<file path="src/rtl/indicator_if.sv">
// indicator_if -- request/status bundle for the indicator blip sequencer.
//   trig_short : one-cycle request for a sequence of short blips
//   trig_long  : one-cycle request for a sequence of long blips
//   count      : number of blips (0 means 1), sampled with the trigger
//   out        : registered LED/buzzer drive
//   busy       : a sequence is in progress
//   done       : one-cycle pulse when a sequence completes
// master drives the requests, slave (the indicator) drives the status.
interface indicator_if;
  logic       trig_short;
  logic       trig_long;
  logic [2:0] count;
  logic       out;
  logic       busy;
  logic       done;

  modport master (
    output trig_short, trig_long, count,
    input  out, busy, done
  );

  modport slave (
    input  trig_short, trig_long, count,
    output out, busy, done
  );
endinterface

</file>
<file path="src/rtl/indicator.sv">
// indicator -- drives an LED/buzzer with n blips of a short or long on-time,
// separated by fixed gaps, all timed in prescaler ticks of 2^TICK_N clocks.
// Ports:
//   clock : system clock, rising edge
//   reset : asynchronous, active-high reset
//   bus   : indicator_if.slave (trig_short, trig_long, count in;
//           out, busy, done out)
// Parameters: ACTIVE_OUT (level of out while on), TICK_N (prescaler width,
//   >= 1), SHORT_TICKS / LONG_TICKS / GAP_TICKS (phase lengths in ticks, >= 1).
// Build option: define INDICATOR_QUEUE_EN to keep one pending request that
//   arrives while busy (last one wins); without it such triggers are dropped.
module indicator #(
  parameter logic        ACTIVE_OUT  = 1'b0,
  parameter int unsigned TICK_N      = 14,
  parameter int unsigned SHORT_TICKS = 8,
  parameter int unsigned LONG_TICKS  = 64,
  parameter int unsigned GAP_TICKS   = 8
) (
  input  logic        clock,
  input  logic        reset,
  indicator_if.slave  bus
);

  localparam logic [1:0] IDLE = 2'd0;
  localparam logic [1:0] ON   = 2'd1;
  localparam logic [1:0] GAP  = 2'd2;

  localparam int unsigned MAX_LG = (LONG_TICKS > GAP_TICKS) ? LONG_TICKS : GAP_TICKS;
  localparam int unsigned MAXT   = (SHORT_TICKS > MAX_LG) ? SHORT_TICKS : MAX_LG;
  localparam int unsigned CW     = $clog2(MAXT + 1);

  logic [1:0]        r_state;
  logic [TICK_N-1:0] r_pre;
  logic [CW-1:0]     r_ticks;
  logic              r_long;
  logic [2:0]        r_rem;
  logic              r_out;
  logic              r_done;

  logic              w_trig;
  logic              w_idle;
  logic              w_tick;
  logic [CW-1:0]     w_limit;
  logic              w_phase_end;
  logic              w_start;
  logic              w_start_long;
  logic [2:0]        w_sel_cnt;
  logic [2:0]        w_start_cnt;

  assign w_trig = bus.trig_short | bus.trig_long;
  assign w_idle = (r_state == IDLE);
  assign w_tick = &r_pre;

  // Last tick index of the current phase; the phase ends on the edge where
  // the final tick of that index completes.
  always_comb begin
    w_limit = CW'(SHORT_TICKS - 1);
    if (r_state == GAP)
      w_limit = CW'(GAP_TICKS - 1);
    else if (r_long)
      w_limit = CW'(LONG_TICKS - 1);
  end

  assign w_phase_end = w_tick && (r_ticks == w_limit);

`ifdef INDICATOR_QUEUE_EN
  logic       r_pend_valid;
  logic       r_pend_long;
  logic [2:0] r_pend_cnt;

  // A fresh trigger in IDLE takes precedence over the stored one (last wins);
  // either way the pending slot is consumed when a sequence starts.
  assign w_start      = w_idle && (w_trig || r_pend_valid);
  assign w_start_long = w_trig ? bus.trig_long : r_pend_long;
  assign w_sel_cnt    = w_trig ? bus.count : r_pend_cnt;

  always_ff @(posedge clock or posedge reset) begin
    if (reset) begin
      r_pend_valid <= 1'b0;
      r_pend_long  <= 1'b0;
      r_pend_cnt   <= '0;
    end else if (!w_idle && w_trig) begin
      r_pend_valid <= 1'b1;
      r_pend_long  <= bus.trig_long;
      r_pend_cnt   <= bus.count;
    end else if (w_start) begin
      r_pend_valid <= 1'b0;
    end
  end
`else
  assign w_start      = w_idle && w_trig;
  assign w_start_long = bus.trig_long;
  assign w_sel_cnt    = bus.count;
`endif

  assign w_start_cnt = (w_sel_cnt == 3'd0) ? 3'd1 : w_sel_cnt;

  always_ff @(posedge clock or posedge reset) begin
    if (reset) begin
      r_state <= IDLE;
      r_pre   <= '0;
      r_ticks <= '0;
      r_long  <= 1'b0;
      r_rem   <= '0;
      r_out   <= ~ACTIVE_OUT;
      r_done  <= 1'b0;
    end else begin
      r_done <= 1'b0;
      case (r_state)
        IDLE: begin
          r_pre   <= '0;
          r_ticks <= '0;
          if (w_start) begin
            r_state <= ON;
            r_long  <= w_start_long;
            r_rem   <= w_start_cnt;
            r_out   <= ACTIVE_OUT;
          end
        end
        ON: begin
          if (w_phase_end) begin
            r_pre   <= '0;
            r_ticks <= '0;
            r_out   <= ~ACTIVE_OUT;
            if (r_rem > 3'd1) begin
              r_state <= GAP;
              r_rem   <= r_rem - 3'd1;
            end else begin
              r_state <= IDLE;
              r_done  <= 1'b1;
            end
          end else begin
            r_pre <= r_pre + 1'b1;
            if (w_tick)
              r_ticks <= r_ticks + 1'b1;
          end
        end
        GAP: begin
          if (w_phase_end) begin
            r_pre   <= '0;
            r_ticks <= '0;
            r_state <= ON;
            r_out   <= ACTIVE_OUT;
          end else begin
            r_pre <= r_pre + 1'b1;
            if (w_tick)
              r_ticks <= r_ticks + 1'b1;
          end
        end
        default: begin
          r_state <= IDLE;
          r_pre   <= '0;
          r_ticks <= '0;
          r_out   <= ~ACTIVE_OUT;
        end
      endcase
    end
  end

  assign bus.out  = r_out;
  assign bus.busy = ~w_idle;
  assign bus.done = r_done;

endmodule

</file>
<file path="src/flat_wrapper.sv">
// flat-port wrapper written by rule: the top's interface ports become plain ports
module indicator_flat 
#(
  parameter logic        ACTIVE_OUT  = 1'b0,
  parameter int unsigned TICK_N      = 14,
  parameter int unsigned SHORT_TICKS = 8,
  parameter int unsigned LONG_TICKS  = 64,
  parameter int unsigned GAP_TICKS   = 8
)
  (clock, reset, bus_trig_short, bus_trig_long, bus_count, bus_out, bus_busy, bus_done);
  indicator_if bus_i ();
  input  logic clock;
  input  logic reset;
  input wire logic [$bits(bus_i.trig_short)-1:0] bus_trig_short;
  input wire logic [$bits(bus_i.trig_long)-1:0] bus_trig_long;
  input wire logic [$bits(bus_i.count)-1:0] bus_count;
  output wire logic [$bits(bus_i.out)-1:0] bus_out;
  output wire logic [$bits(bus_i.busy)-1:0] bus_busy;
  output wire logic [$bits(bus_i.done)-1:0] bus_done;
  assign bus_i.trig_short = bus_trig_short;
  assign bus_i.trig_long = bus_trig_long;
  assign bus_i.count = bus_count;
  assign bus_out = bus_i.out;
  assign bus_busy = bus_i.busy;
  assign bus_done = bus_i.done;
  indicator #(.ACTIVE_OUT(ACTIVE_OUT), .TICK_N(TICK_N), .SHORT_TICKS(SHORT_TICKS), .LONG_TICKS(LONG_TICKS), .GAP_TICKS(GAP_TICKS)) u_core (.clock(clock), .reset(reset), .bus(bus_i));
endmodule
</file>
<file path="config.mk">
export PLATFORM = sky130hd
export DESIGN_NAME = indicator_flat
export DESIGN_NICKNAME = d
export VERILOG_FILES = /design/src/rtl/indicator_if.sv /design/src/rtl/indicator.sv /design/src/flat_wrapper.sv
export SDC_FILE = /design/constraint.sdc
export NUM_CORES = 1
export LEC_CHECK = 0
export ABC_AREA = 1
export CORE_MARGIN = 3
export CORE_UTILIZATION = 27
export DETAILED_ROUTE_END_ITERATION = 6
export PLACE_DENSITY = 0.43
export SETUP_SLACK_MARGIN = 0.4
export SLEW_MARGIN = 10
export SYNTH_ARGS = -nofsm -noshare
export SYNTH_HDL_FRONTEND = slang
export SYNTH_SLANG_ARGS = --single-unit
</file>
<file path="constraint.sdc">
create_clock -name clock -period 1.5 [get_ports clock]
set_input_delay 0.15 -clock clock [delete_from_list [all_inputs] [get_ports clock]]
set_output_delay 0.15 -clock clock [all_outputs]
set_load 0.005 [all_outputs]
</file>
Yosys cells after proc, flatten, opt, wreduce, memory -nomap -nowiden
Cells that the tools add are included.
{"block": "classes", "order_cmp": 1, "bitwise_logic": 2, "shift": 0, "n_mul": 0, "mux": 24, "n_reduce_logical": 10, "addsub": 3, "n_div": 0, "eq_ne": 8}
{"cell": "14-bit 2-to-1 mux", "n": 2}
{"cell": "7-bit 2-to-1 mux", "n": 4}
{"cell": "14-bit by 1-bit adder with 14-bit output (second input constant)", "n": 1}
{"cell": "14-bit AND reduction", "n": 1}
{"cell": "3-bit 2-to-1 mux", "n": 4}
{"cell": "2-bit 2-to-1 mux", "n": 4}
{"cell": "7-bit by 1-bit adder with 7-bit output (second input constant)", "n": 1}
{"cell": "7-bit equality test", "n": 1}
{"cell": "1-bit 2-to-1 mux", "n": 6}
{"cell": "6-bit 2-to-1 mux", "n": 1}
{"cell": "2-bit by 1-bit inequality test with 1-bit output (second input constant)", "n": 3}
{"cell": "2-bit case mux with 3 select lines", "n": 1}
{"cell": "3-bit case mux with 2 select lines", "n": 1}
{"cell": "4-bit AND reduction", "n": 1}
{"cell": "3-bit by 1-bit greater-than comparator with 1-bit output (second input constant)", "n": 1}
{"cell": "3-bit zero test", "n": 1}
{"cell": "3-bit by 1-bit inequality test with 1-bit output (second input constant)", "n": 1}
{"cell": "1-bit case mux with 3 select lines", "n": 1}
{"cell": "3-bit AND reduction", "n": 1}
{"cell": "3-bit by 1-bit subtractor with 3-bit output (second input constant)", "n": 1}
{"cell": "2-bit by 1-bit equality test with 1-bit output (second input constant)", "n": 1}
{"cell": "2-bit equality test (second input constant)", "n": 1}
{"cell": "1-bit logical AND", "n": 2}
{"cell": "2-bit zero test", "n": 1}
{"cell": "other kinds (6)", "n": 6}
{"block": "word_totals", "memories": 0, "reg_bits": 29, "rom_bits": 0, "out_inout_bits": 3, "latch_bits": 0, "ram_bits": 0}

Longest topological paths before layout
Gate-level depths: netlist of the first run.
{"block": "logic_depth", "depth_word": 6, "ltp_mapped": 11}

Worst setup path after synthesis of the first run
OpenSTA, ideal clock, no wires.
{"block": "synth_timing", "path_type": "register -> register", "start": "register u_core.r_state[0]", "end": "register u_core.r_rem[0]", "stages_incl_launch_ff": 11, "path_buffers": 0, "t_required_ps": 1382, "synth_period_minus_slack_ps": 1500, "arrival_ps": 1382, "setup_slack_ps": 0, "cell_sequence": "dfrtp_1 inv_1 ha_1 nor2_1 a21oi_1 nor2_2 nand2_4 nand2_4 nand3_2 nand2_1 nand2_1"}
{"block": "synth_between", "elab_chain_len": 6, "elab_cells_between_ends": 13}
{"item": "start, declared", "line_no": "indicator.sv:32", "text": "logic [1:0] r_state;"}
{"item": "start signal, assigned", "line_no": "indicator.sv:100", "text": "r_state <= IDLE;"}
{"item": "start signal, assigned", "line_no": "indicator.sv:114", "text": "r_state <= ON;"}
{"item": "start signal, assigned", "line_no": "indicator.sv:126", "text": "r_state <= GAP;"}
{"item": "2-bit equality test", "line_no": "indicator.sv:58", "text": "if (r_state == GAP)"}
{"item": "7-bit 2-to-1 mux", "line_no": "indicator.sv:58"}
{"item": "7-bit equality test", "line_no": "indicator.sv:64", "text": "assign w_phase_end = w_tick && (r_ticks == w_limit);"}
{"item": "1-bit logical AND", "line_no": "indicator.sv:64"}
{"item": "2-bit by 1-bit inequality test with 1-bit output (no line)"}
{"item": "4-bit AND reduction (no line)"}
{"item": "end signal, assigned", "line_no": "indicator.sv:116", "text": "r_rem <= w_start_cnt;"}
{"item": "end signal, assigned", "line_no": "indicator.sv:127", "text": "r_rem <= r_rem - 3'd1;"}
{"item": "end, declared", "line_no": "indicator.sv:36", "text": "logic [2:0] r_rem;"}
Several ways; a longest one is shown, not always the timed one.
A chain may end at the register's enable or synchronous reset.

Final worst setup path of the first run
{"block": "layout_timing", "start": "register u_core.r_state[1]", "end": "register u_core.r_pre[7]"}
{"block": "layout_between", "elab_chain_len": 6, "elab_cells_between_ends": 8}
{"item": "2-bit equality test", "line_no": "indicator.sv:58, indicator.sv:109"}
{"item": "7-bit 2-to-1 mux", "line_no": "indicator.sv:58"}
{"item": "7-bit equality test", "line_no": "indicator.sv:64"}
{"item": "1-bit logical AND", "line_no": "indicator.sv:64"}
{"item": "14-bit 2-to-1 mux", "line_no": "indicator.sv:121, indicator.sv:139"}
{"item": "14-bit 2-to-1 mux (*)"}
{"item": "end signal, assigned", "line_no": "indicator.sv:133", "text": "r_pre <= r_pre + 1'b1;"}
{"item": "end signal, assigned", "line_no": "indicator.sv:145", "text": "r_pre <= r_pre + 1'b1;"}
{"item": "end, declared", "line_no": "indicator.sv:33", "text": "logic [TICK_N-1:0] r_pre;"}
Mark *: on every way between the ends. The rest lies on a longest branch, timed or not.

==> summary.txt, run 1 <==
Global routing
  – GR Overflow Total: 0
  – Vias in the first global route: 1465
  – Initial antenna violation count: 0
  – First-pass GRT wire length: 6800 um
  – Total track usage: 11.7%
  – Pin count of the biggest net entering global routing: 30

Run status
  – Outcome: finished with violations
  – Failing checks: setup timing

Drt
  – Final ANT Viol Nets: 0
  – Initial DRC count: 52
  – DRC errors left: 0
  – Vias per std cell: 4.42
  – WL final: 3880 um
  – Routed WL per cell: 11.4 um
  – TritonRoute pass-1 iters: 4
  – Via count: 1497

STA
  – Period minus WS final: 1.55 ns
  – Rel. slew slack: 83.3%
  – Setup tns final: -0.140 ns
  – Final worst-path cycle share: 103%
  – Slew Viols, Final: 0
  – Endpoints failing setup: 8
  – Final hold vios: 0
  – RSZ-0062 raised after global routing: yes
  – Clock skew: 0.0106 ns
  – Highest clock rate: 646 MHz
  – Worst setup margin: -0.0473 ns
  – Worst slew pin tran: 0.249 ns

Finish
  – Synthesis-to-layout area growth: 54.4%
  – Diode count: 0
  – Layout Nets: 278
  – Share of layout cells above drive strength 1: 45.8%
  – Finished Layout Cells: 339

Critical path
  – Peak per-stage delay on the critical path: 0.39 ns
  – CP cell instances: buf_6 -> ha_4 -> nor2_4 -> nand2_2 -> nand2_2 -> nor2_4 -> nand2_4 -> nand2_8 -> buf_6 -> nor3b_2
  – CP startpoint kind: flop
  – Slack of the worst reg-to-reg path: -0.05 ns
  – CP max-delay cell: dfrtp_1
  – Worst path required time: 1.72 ns
  – Worst Path Buf+Inv: 2
  – WP data arrival: 1.76 ns
  – CP delay by family, top: simple AND/OR/NAND/NOR gates
  – RR Startpoint: u_core.r_state[1]$_DFFE_PP0P_
  – Worst reg2reg path endpoint: u_core.r_pre[7]$_DFF_PP0_
  – Setup Crit Path Kind: flop to flop
  – Worst Setup EP: u_core.r_pre[7]$_DFF_PP0_
  – R2R depth: 10
  – Worst Path Max Fanout: 6
  – Worst path depth: 10
  – Beginning of the critical path: u_core.r_state[1]$_DFFE_PP0P_
  – CP Capture Type: flop

Logic synthesis
  – Commonest cells post-synth: nand2_1, dfrtp_1, nor2_1, inv_1, nand4_1
  – Async set-or-reset flop fraction in the synthesized netlist: 100%
  – Syn. warnings: 0
  – #FFs+latches synth: 29
  – Synth top area share: 40.5%
  – Unique masters post-synth: 28
  – EDFF count, synth: 0
  – Top FF cell, synth: dfrtp_1
  – Most frequent cell after synthesis: nand2_1
  – Ranking of synthesized cells by area: dfrtp_1, nand2_1, ha_1, nor2_1, inv_1
  – Mapped Area: 1730 sq um
  – Synth Net Count: 218
  – Mapped Cells: 203
  – Yosys top cell by area: dfrtp_1
  – Post-synthesis sequential area ratio: 42.0%
  – Syn Area/Cell: 8.52 sq um

Placement
  – Placed Cells: 316
  – IO Port Bufs: 9
  – Detailed Place HPWL: 2740 um
  – Placer Congestion: 0.772
  – Worst slack, placed: -0.0633 ns

CTS
  – Clock Path Buffers: 2
  – CTS Buf Count: 5
  – Clk_lat worst skew: 0.29 ns
  – Clock sink count: 29
  – Htree depth: 2
  – TritonCTS clock tree: done
  – Hold buffer count at CTS: 0
  – Root Buffer: clkbuf_8
  – Clock-pin slew on the worst setup and hold paths: 0.07 ns

Pwr
  – Tot Pwr: 4.37 mW
  – PD cells: 1640 nW/um^2
  – Internal: 2.74 mW
  – Static Leak: 1.25 nW
  – Combinational power share: 54.8%
  – Clock Power Share: 22.5%
  – Max IR drop VDD: 959 uV
  – Sequential Power Share: 22.7%
  – Sw Ratio: 37.2%
  – Switching pwr: 1.62 mW

Flow run
  – Max cap viols: 0

Die
  – Initial Util: 28.5%
  – Total I/O pin count: 10
  – Die W: 86.0 um
  – Die area: 7400 sq um
  – Std cell rows: 28
  – Die Ht: 86.0 um
  – Core Area: 6060 sq um

Hold path
  – Worst Hold Class: input pin to async pin
-- tightest hold or removal path, cell delays in order --
cell and delay, ns:
clkdlybuf4s50_1 0.40, inv_1 0.09, buf_12 0.20
-- how the worst min path moves through the flow --
stage	start	end	slack, ns	depth (start not counted)
2_1_floorplan	reset	u_core.bus.done$_DFF_PP0_	0.23	1
3_3_place_gp	u_core.bus.out$_DFFE_PP1P_	u_core.bus.out$_DFFE_PP1P_	0.45	2
3_5_place_dp	u_core.bus.out$_DFFE_PP1P_	u_core.bus.out$_DFFE_PP1P_	0.46	2
4_1_cts	reset	u_core.r_pre[6]$_DFF_PP0_	0.21	3
5_1_grt	reset	u_core.r_pre[7]$_DFF_PP0_	0.24	3
6_report	reset	u_core.r_pre[6]$_DFF_PP0_	0.20	3
-- cell type report --
cell class                 instances  area, sq um
clock inverter                     3         65.1
inverter                          24          108
clock buffer                       5         68.8
multi-input combinational        149         1120
sequential                        29          727
fill                             613         3390
timing repair buffer              54          483
tap                               75         93.8
-- sequential cells by signal, summed over array words and instances, names as in the netlist --
signal           count
u_core.r_ticks       7
u_core.r_rem         3
u_core.r_long        1
u_core.r_pre        14
u_core.r_state       2
u_core.bus.done      1
u_core.bus.out       1
-- stage by stage --
stage / hold WS [ns] / util, % / area (sq um)
detailed placement: 0.455 / 35.7 / 2170
floorplan: 0.227 / - / 1760
CTS: 0.206 / 40.0 / 2420
global route: 0.236 / 44.1 / 2670
global placement: 0.452 / 35.7 / 2170
finish: 0.198 / 44.1 / 2670
-- cell usage in the layout, fill, tap and decap left out, types with 5 or more instances in the layout --
cell type        count
dfrtp_1             28
inv_1               17
nand2_1             24
buf_4               32
nand4_1             11
clkbuf_8             5
buf_6               11
nor2_4              11
nand3_1              5
nor2_1              17
nand2_2             16
xor2_1               8
clkdlybuf4s50_1      6
a21oi_1              6
o21ai_1              5
-- metal layers --
metal  track usage (%)  wire length (um)
met5                 0                 0
met4              4.75                70
met3              2.59                77
met2              17.9              1850
met1              15.9              1880
-- power by group through the flow --
stage               registers [mW]  logic (mW)  clock network [mW]
global route                  1.01        2.64                1.05
finish                       0.991        2.39               0.983
CTS                          0.985        1.84                1.02
floorplan                     1.01       0.951                   0
detailed placement            1.00        1.61                   0
global placement              1.00        1.62                   0
-- logic make-up after synthesis --
group / share of synthesized area (%)
AND/OR/NAND/NOR: 34.2
buffers and inverters: 5.93
flip-flops: 42.0
XOR/XNOR: 4.56
adder cells (fa/ha/maj): 5.79
AO/OA/AOI/OAI: 7.53
-- repair_timing --
| item | in CTS | in global routing |
|---|---|---|
| resized for setup | 32 | 44 |
| pin swaps | 6 | 12 |
| setup endpoints to repair | 32 | 30 |
| setup buffers | 6 | 9 |
(Power assumes the default switching activity.)
==> inputs of run 2 (changes only) <==
Settings changed: CORE_UTILIZATION 27 to 50, PLACE_DENSITY 0.43 to 0.7.
==> run 2 against run 1 <==
The run still ends with setup timing left. Global-route usage is 9.1 points higher. Register-to-register slack is essentially flat. Combinational power barely moved. Core utilization grew 35 points. Critical endpoint is now u_core.r_rem[0]$_DFFE_PP0P_. Critical path depth is 2 lower. Critical path type unchanged. Non-clock buffer count is 4 lower.
==> summary.txt, run 2 (synthesis results as in run 1) <==
Pwr
  – Clock Power Share: 12.1% (was 22.5%)
  – Max IR drop VDD: 1330 uV (was 959 uV)
  – Internal: 2.21 mW (was 2.74 mW)
  – PD cells: 1520 nW/um^2 (was 1640 nW/um^2)
  – Static Leak: 1.20 nW (was 1.25 nW)
  – Sw Ratio: 42.5% (was 37.2%)
  – Switching pwr: 1.63 mW (was 1.62 mW)
  – Combinational power share: 61.5% (was 54.8%)
  – Sequential Power Share: 26.5% (was 22.7%)

Placement
  – Detailed Place HPWL: 2500 um (was 2740 um)
  – Placer Congestion: 0.798 (was 0.772)
  – IO Port Bufs: 9 (unchanged)
  – Post-DP Area: 2070 sq um (was 2170 sq um)

Finish
  – Synthesis-to-layout area growth: 46.2% (was 54.4%)
  – Commonest non-fill, non-tap cell in the layout: buf_4 (unchanged)
  – Most frequent cells in the layout: buf_4, dfrtp_1, nand2_1, nor2_1, inv_1 (unchanged)
  – Layout Nets: 274 (was 278)
  – Diode count: 0 (unchanged)
  – Largest register FFs: 14 (unchanged)
  – Post-route cell area: 2530 sq um (was 2670 sq um)
  – Share of layout cells above drive strength 1: 43.5% (was 45.8%)
  – Largest regs: u_core.r_pre x14, u_core.r_ticks x7, u_core.r_rem x3 (unchanged)
  – Largest Register: u_core.r_pre (unchanged)

CTS
  – Htree depth: 2 (unchanged)
  – Clock-pin slew on the worst setup and hold paths: 0.10 ns (was 0.07 ns)
  – Clk_lat worst skew: 0.33 ns (was 0.29 ns)
  – Hold buffer count at CTS: 0 (unchanged)
  – Root Buffer: clkbuf_4 (was clkbuf_8)
  – CTS Buf Count: 5 (unchanged)
  – Clock sink count: 29 (unchanged)
  – Clock Path Buffers: 2 (unchanged)
  – TritonCTS clock tree: done (unchanged)

Die
  – Std cell rows: 20 (was 28)
  – Total I/O pin count: 10 (unchanged)
  – Core Area: 3180 sq um (was 6060 sq um)
  – Die area: 4200 sq um (was 7400 sq um)
  – Die W: 64.8 um (was 86.0 um)
  – Initial Util: 54.4% (was 28.5%)
  – Die Ht: 64.8 um (was 86.0 um)

Global routing
  – Initial antenna violation count: 0 (unchanged)
  – GR Overflow Total: 0 (unchanged)
  – First-pass GRT wire length: 6710 um (was 6800 um)
  – Pin count of the biggest net entering global routing: 30 (unchanged)
  – Vias in the first global route: 1577 (was 1465)
  – Total track usage: 20.7% (was 11.7%)

STA
  – Worst setup margin: -0.0476 ns (was -0.0473 ns)
  – Worst slew pin tran: 0.381 ns (was 0.249 ns)
  – Period minus WS final: 1.55 ns (about the same)
  – Rel. slew slack: 74.6% (was 83.3%)
  – Endpoints failing setup: 7 (was 8)
  – Final worst-path cycle share: 103% (about the same)
  – Final hold vios: 0 (unchanged)
  – Hold slack: 0.190 ns (was 0.198 ns)
  – Highest clock rate: 646 MHz (about the same)
  – Slew Viols, Final: 0 (unchanged)
  – RSZ-0062 raised after global routing: yes (unchanged)
  – Clock skew: 0.00746 ns (was 0.0106 ns)

Critical path
  – Worst path required time: 1.78 ns (was 1.72 ns)
  – Worst Path Max Fanout: 6 (unchanged)
  – CP max-delay cell: dfrtp_1 (unchanged)
  – CP Capture Type: flop (unchanged)
  – Peak per-stage delay on the critical path: 0.45 ns (was 0.39 ns)
  – CP startpoint kind: flop (unchanged)
  – Worst Path Buf+Inv: 2 (unchanged)
  – CP delay by family, top: flip-flops (was simple AND/OR/NAND/NOR gates)
  – Setup Crit Path Kind: flop to flop (unchanged)
  – CP cell instances: inv_2 -> ha_1 -> inv_1 -> o21ai_0 -> nor2_1 -> a21oi_1 -> nand4_1 -> nand2_1 (was buf_6 -> ha_4 -> nor2_4 -> nand2_2 -> nand2_2 -> nor2_4 -> nand2_4 -> nand2_8 -> buf_6 -> nor3b_2)
  – WP data arrival: 1.82 ns (was 1.76 ns)

Drt
  – TritonRoute pass-1 iters: 4 (unchanged)
  – DRC errors left: 0 (unchanged)
  – WL final: 4350 um (was 3880 um)
  – Final ANT Viol Nets: 0 (unchanged)
  – Vias per std cell: 5.27 (was 4.42)
  – Via count: 1603 (was 1497)
  – Routed WL per cell: 14.3 um (was 11.4 um)
  – Initial DRC count: 54 (was 52)

Flow run
  – Max cap viols: 0 (unchanged)

Hold path
  – Worst Hold Class: input pin to async pin (unchanged)

Run status
  – Outcome: finished with violations (unchanged)
  – Failing checks: setup timing (unchanged)
==> run 2: power by group through the flow <==
stage | Combinational, mW | Clock [mW] | Sequential (mW)
6_report | 2.36 | 0.463 | 1.02
5_1_grt | 2.55 | 0.520 | 1.03
4_1_cts | 1.88 | 0.474 | 1.00
3_5_place_dp | 1.64 | 0 | 1.01
3_3_place_gp | 1.60 | 0 | 1.00
2_1_floorplan | 0.951 | 0 | 1.01
==> run 2: worst reg2reg max path, cell delays in order (launching register included) <==
cell and delay, ns:
dfrtp_1 0.45, inv_2 0.12, ha_1 0.24, inv_1 0.13, o21ai_0 0.10, nor2_1 0.06, a21oi_1 0.16, nand4_1 0.13
nand2_1 0.10
==> run 2: worst paths after layout <==
| path | endpoint | depth (start not counted) | from | slack (ns) |
|---|---|---|---|---|
| max reg2reg | u_core.r_rem[0]$_DFFE_PP0P_ | 8 | u_core.r_state[1]$_DFFE_PP0P_ | -0.05 |
| max in group asynchronous | u_core.bus.out$_DFFE_PP1P_ | 3 | reset | 1.00 |
| min in group clock | u_core.r_long$_DFFE_PP0P_ | 3 | bus_trig_long | 0.43 |
| min | u_core.r_state[0]$_DFFE_PP0P_ | 3 | reset | 0.19 |
| min reg2reg | u_core.r_long$_DFFE_PP0P_ | 2 | u_core.r_long$_DFFE_PP0P_ | 0.54 |
| max | u_core.r_rem[0]$_DFFE_PP0P_ | 8 | u_core.r_state[1]$_DFFE_PP0P_ | -0.05 |
==> run 2: final cells by class <==
cell class | count | area (sq um)
tap | 44 | 55.1
multi-input combinational | 149 | 1150
sequential | 29 | 727
timing repair buffer | 50 | 439
inverter | 24 | 103
fill | 211 | 651
clock buffer | 8 | 48.8
==> run 2: routing by layer <==
| metal | routed length [um] | part of all wire (%) | vias up | global-route usage [%] |
|---|---|---|---|---|
| met5 | 0 | 0 | - | 0 |
| met4 | 51 | 1.2 | 0 | 8.18 |
| met3 | 151 | 3.5 | 8 | 5.37 |
| met2 | 2290 | 53 | 36 | 34.5 |
| met1 | 1860 | 43 | 787 | 25.6 |
| li1 | - | - | 772 | - |
==> run 2: what timing repair did <==
action | CTS | global route
resized for setup | 42 | 34
endpoints found under the setup margin | 32 | 31
buffers inserted | 10 | 8
pin swaps | 12 | 11
endpoints found under the hold margin | 0 | 0
==> run 2: through the flow <==
stage	setup slack (ns)	util, %	std cells	setup TNS (ns)	total power, mW
after global routing	-0.175	79.5	304	-1.49	4.10
after detailed placement	-0.0853	65.3	278	-0.358	2.65
final	-0.0476	79.5	304	-0.116	3.84
after CTS	0.000252	73.0	296	0	3.36
after floorplan	0.0333	-	203	0	1.97
after global placement	0.00302	65.3	278	0	2.60
==> inputs of run 3 (changes only) <==
Settings changed: PLACE_DENSITY 0.7 to 0.68.
Clock period 1.5 ns to 1.6 ns, I/O delays scaled along.
==> run 3 against run 2 <==
The run now ends clean. Hold slack better by 0.027 ns. Sequential share of layout area up 3.0 points. Clock skew up 0.0045 ns. Clock-buffer cell count unchanged. Worst setup slack better by 0.056 ns. Total power down 17%. First-iteration DRC count up 52%. Critical path type unchanged. Largest power group unchanged.
==> summary.txt, run 3 (synthesis results as in run 1) <==
Placement
  – Placed Cells: 266 (was 278)
  – Detailed Place HPWL: 2480 um (was 2500 um)
  – IO Port Bufs: 9 (unchanged)
  – Placer Congestion: 0.905 (was 0.798)
  – Worst slack, placed: -0.0123 ns (was -0.0853 ns)

Drt
  – Via count: 1496 (was 1603)
  – Final ANT Viol Nets: 0 (unchanged)
  – Vias per std cell: 5.18 (was 5.27)
  – Initial DRC count: 82 (was 54)
  – TritonRoute pass-1 iters: 4 (unchanged)
  – Routed WL per cell: 13.2 um (was 14.3 um)
  – DRC errors left: 0 (unchanged)
  – WL final: 3800 um (was 4350 um)

STA
  – Worst slew pin tran: 0.421 ns (was 0.381 ns)
  – Highest clock rate: 628 MHz (was 646 MHz)
  – Slew Viols, Final: 0 (unchanged)
  – Period minus WS final: 1.59 ns (was 1.55 ns)
  – Rel. slew slack: 71.8% (was 74.6%)
  – RSZ-0062 raised after global routing: yes (unchanged)
  – Endpoints failing setup: 0 (was 7)
  – Clock skew: 0.0119 ns (was 0.00746 ns)
  – Setup tns final: 0 ns (was -0.116 ns)
  – Final hold vios: 0 (unchanged)
  – Final worst-path cycle share: 99.5% (was 103%)
  – Worst setup margin: 0.00868 ns (was -0.0476 ns)

Die
  – Total I/O pin count: 10 (unchanged)
  – Die W: 64.8 um (unchanged)
  – Die Ht: 64.8 um (unchanged)
  – Core Area: 3180 sq um (unchanged)
  – Std cell rows: 20 (unchanged)
  – Die area: 4200 sq um (unchanged)
  – Initial Util: 54.4% (unchanged)

Finish
  – Finished Layout Cells: 289 (was 304)
  – Diode count: 0 (unchanged)
  – Commonest non-fill, non-tap cell in the layout: nand2_1 (was buf_4)
  – Most frequent cells in the layout: nand2_1, dfrtp_1, buf_4, nor2_1, inv_1 (was buf_4, dfrtp_1, nand2_1, nor2_1, inv_1)
  – Layout Nets: 259 (was 274)
  – Largest register FFs: 14 (unchanged)
  – Largest Register: u_core.r_pre (unchanged)
  – Synthesis-to-layout area growth: 32.6% (was 46.2%)
  – Largest regs: u_core.r_pre x14, u_core.r_ticks x7, u_core.r_rem x3 (unchanged)
  – Share of layout cells above drive strength 1: 35.1% (was 43.5%)

Critical path
  – WP data arrival: 1.84 ns (was 1.82 ns)
  – Worst path required time: 1.85 ns (was 1.78 ns)
  – CP cell instances: buf_6 -> ha_4 -> nor2_4 -> nand2_1 -> nand2_2 -> nor2_4 -> nand2_4 -> nand2_8 -> a21oi_2 -> nor2b_2 (was inv_2 -> ha_1 -> inv_1 -> o21ai_0 -> nor2_1 -> a21oi_1 -> nand4_1 -> nand2_1)
  – CP startpoint kind: flop (unchanged)
  – Worst Path Max Fanout: 9 (was 6)
  – Most frequent CP cell: nor2_4
  – RR Startpoint: u_core.r_state[1]$_DFFE_PP0P_ (unchanged)
  – Setup Crit Path Kind: flop to flop (unchanged)
  – Peak per-stage delay on the critical path: 0.42 ns (was 0.45 ns)
  – Worst reg2reg path endpoint: u_core.r_pre[13]$_DFF_PP0_ (was u_core.r_rem[0]$_DFFE_PP0P_)
  – Slack of the worst reg-to-reg path: 0.009 ns (was -0.05 ns)
  – R2R depth: 10 (was 8)
  – CP Capture Type: flop (unchanged)
  – CP max-delay cell: dfrtp_1 (unchanged)

Flow run
  – Max cap viols: 0 (unchanged)

Run status
  – Outcome: finished clean (was finished with violations)

CTS
  – Root Buffer: clkbuf_4 (unchanged)
  – CTS Buf Count: 5 (unchanged)
  – Clk_lat worst skew: 0.32 ns (was 0.33 ns)
  – Clock Path Buffers: 2 (unchanged)
  – Clock sink count: 29 (unchanged)
  – Clock-pin slew on the worst setup and hold paths: 0.10 ns (about the same)
  – Hold buffer count at CTS: 0 (unchanged)
  – Htree depth: 2 (unchanged)
  – TritonCTS clock tree: done (unchanged)

Global routing
  – Initial antenna violation count: 0 (unchanged)
  – Pin count of the biggest net entering global routing: 30 (unchanged)
  – Vias in the first global route: 1506 (was 1577)
  – Total track usage: 20.4% (was 20.7%)
  – First-pass GRT wire length: 6770 um (was 6710 um)
  – GR Overflow Total: 0 (unchanged)

Hold path
  – Worst Hold Class: input pin to async pin (unchanged)

Pwr
  – Static Leak: 1.12 nW (was 1.20 nW)
  – Max IR drop VDD: 1260 uV (was 1330 uV)
  – PD cells: 1390 nW/um^2 (was 1520 nW/um^2)
## run 3: cell count changes in the layout (fill, tap and decap cells not counted), moves of 3 or more
cell     delta
buf_4      -11
buf_6       -5
nor2_2      +3
nor2_4      -4
nand2_2     -4
nand2_1     +6
## run 3: worst max-delay path by stage
stage | slack (ns) | depth (start not counted) | to | from
6_report | 0.009 | 10 | u_core.r_pre[13]$_DFF_PP0_ | u_core.r_state[1]$_DFFE_PP0P_
3_3_place_gp | 0.05 | 11 | u_core.r_state[0]$_DFFE_PP0P_ | u_core.r_state[0]$_DFFE_PP0P_
5_1_grt | -0.07 | 10 | u_core.r_pre[13]$_DFF_PP0_ | u_core.r_state[1]$_DFFE_PP0P_
2_1_floorplan | 0.13 | 11 | u_core.r_rem[0]$_DFFE_PP0P_ | u_core.r_state[0]$_DFFE_PP0P_
4_1_cts | 0.02 | 10 | u_core.r_rem[2]$_DFFE_PP0P_ | u_core.r_state[1]$_DFFE_PP0P_
3_5_place_dp | -0.01 | 6 | u_core.r_rem[1]$_DFFE_PP0P_ | u_core.r_state[0]$_DFFE_PP0P_
## run 3: metal layers
| metal | share of wire (%) | global-route usage, % | up-vias |
|---|---|---|---|
| li1 | - | - | 750 |
| met1 | 48 | 28.0 | 713 |
| met2 | 47 | 32.8 | 27 |
| met3 | 3.5 | 4.33 | 6 |
| met4 | 1.3 | 5.28 | 0 |
| met5 | 0 | 0 | - |
## run 3: repair_timing
action                                  CTS  global route
resized for setup                        27            16
setup buffers                            10             5
pin swaps                                12             6
endpoints found under the setup margin   31            30
## run 3: layout make-up
class,count,area (sq um)
Multi-Input combinational cell,149,1070
Fill cell,267,886
Sequential cell,29,727
Timing Repair Buffer,35,293
Inverter,24,92.6
Clock buffer,8,58.8
Tap cell,44,55.1
## run 3: worst max-delay path, delay by kind of cell, from the launching register on
| kind | cells | cell delay (ns) |
|---|---|---|
| buf+inv | 1 | 0.13 |
| simple gates | 7 | 0.71 |
| compound gates | 1 | 0.10 |
| flops | 1 | 0.42 |
| fa+ha+maj | 1 | 0.16 |
## run 3: where the power goes
group / internal (mW) / total, mW / switching [mW]
Combinational: 0.777 / 1.76 / 0.979
Clock: 0.217 / 0.472 / 0.255
Sequential: 0.859 / 0.958 / 0.0985
## run 3: metrics by stage
step | power (mW) | hold WS (ns) | utilization (%) | instance area (sq um)
after floorplan | 1.80 | 0.237 | - | 1740
after global placement | 2.17 | 0.458 | 61.8 | 1960
after detailed placement | 2.21 | 0.463 | 61.8 | 1960
after CTS | 2.95 | 0.218 | 69.1 | 2200
after global routing | 3.45 | 0.238 | 72.1 | 2290
final | 3.19 | 0.216 | 72.1 | 2290
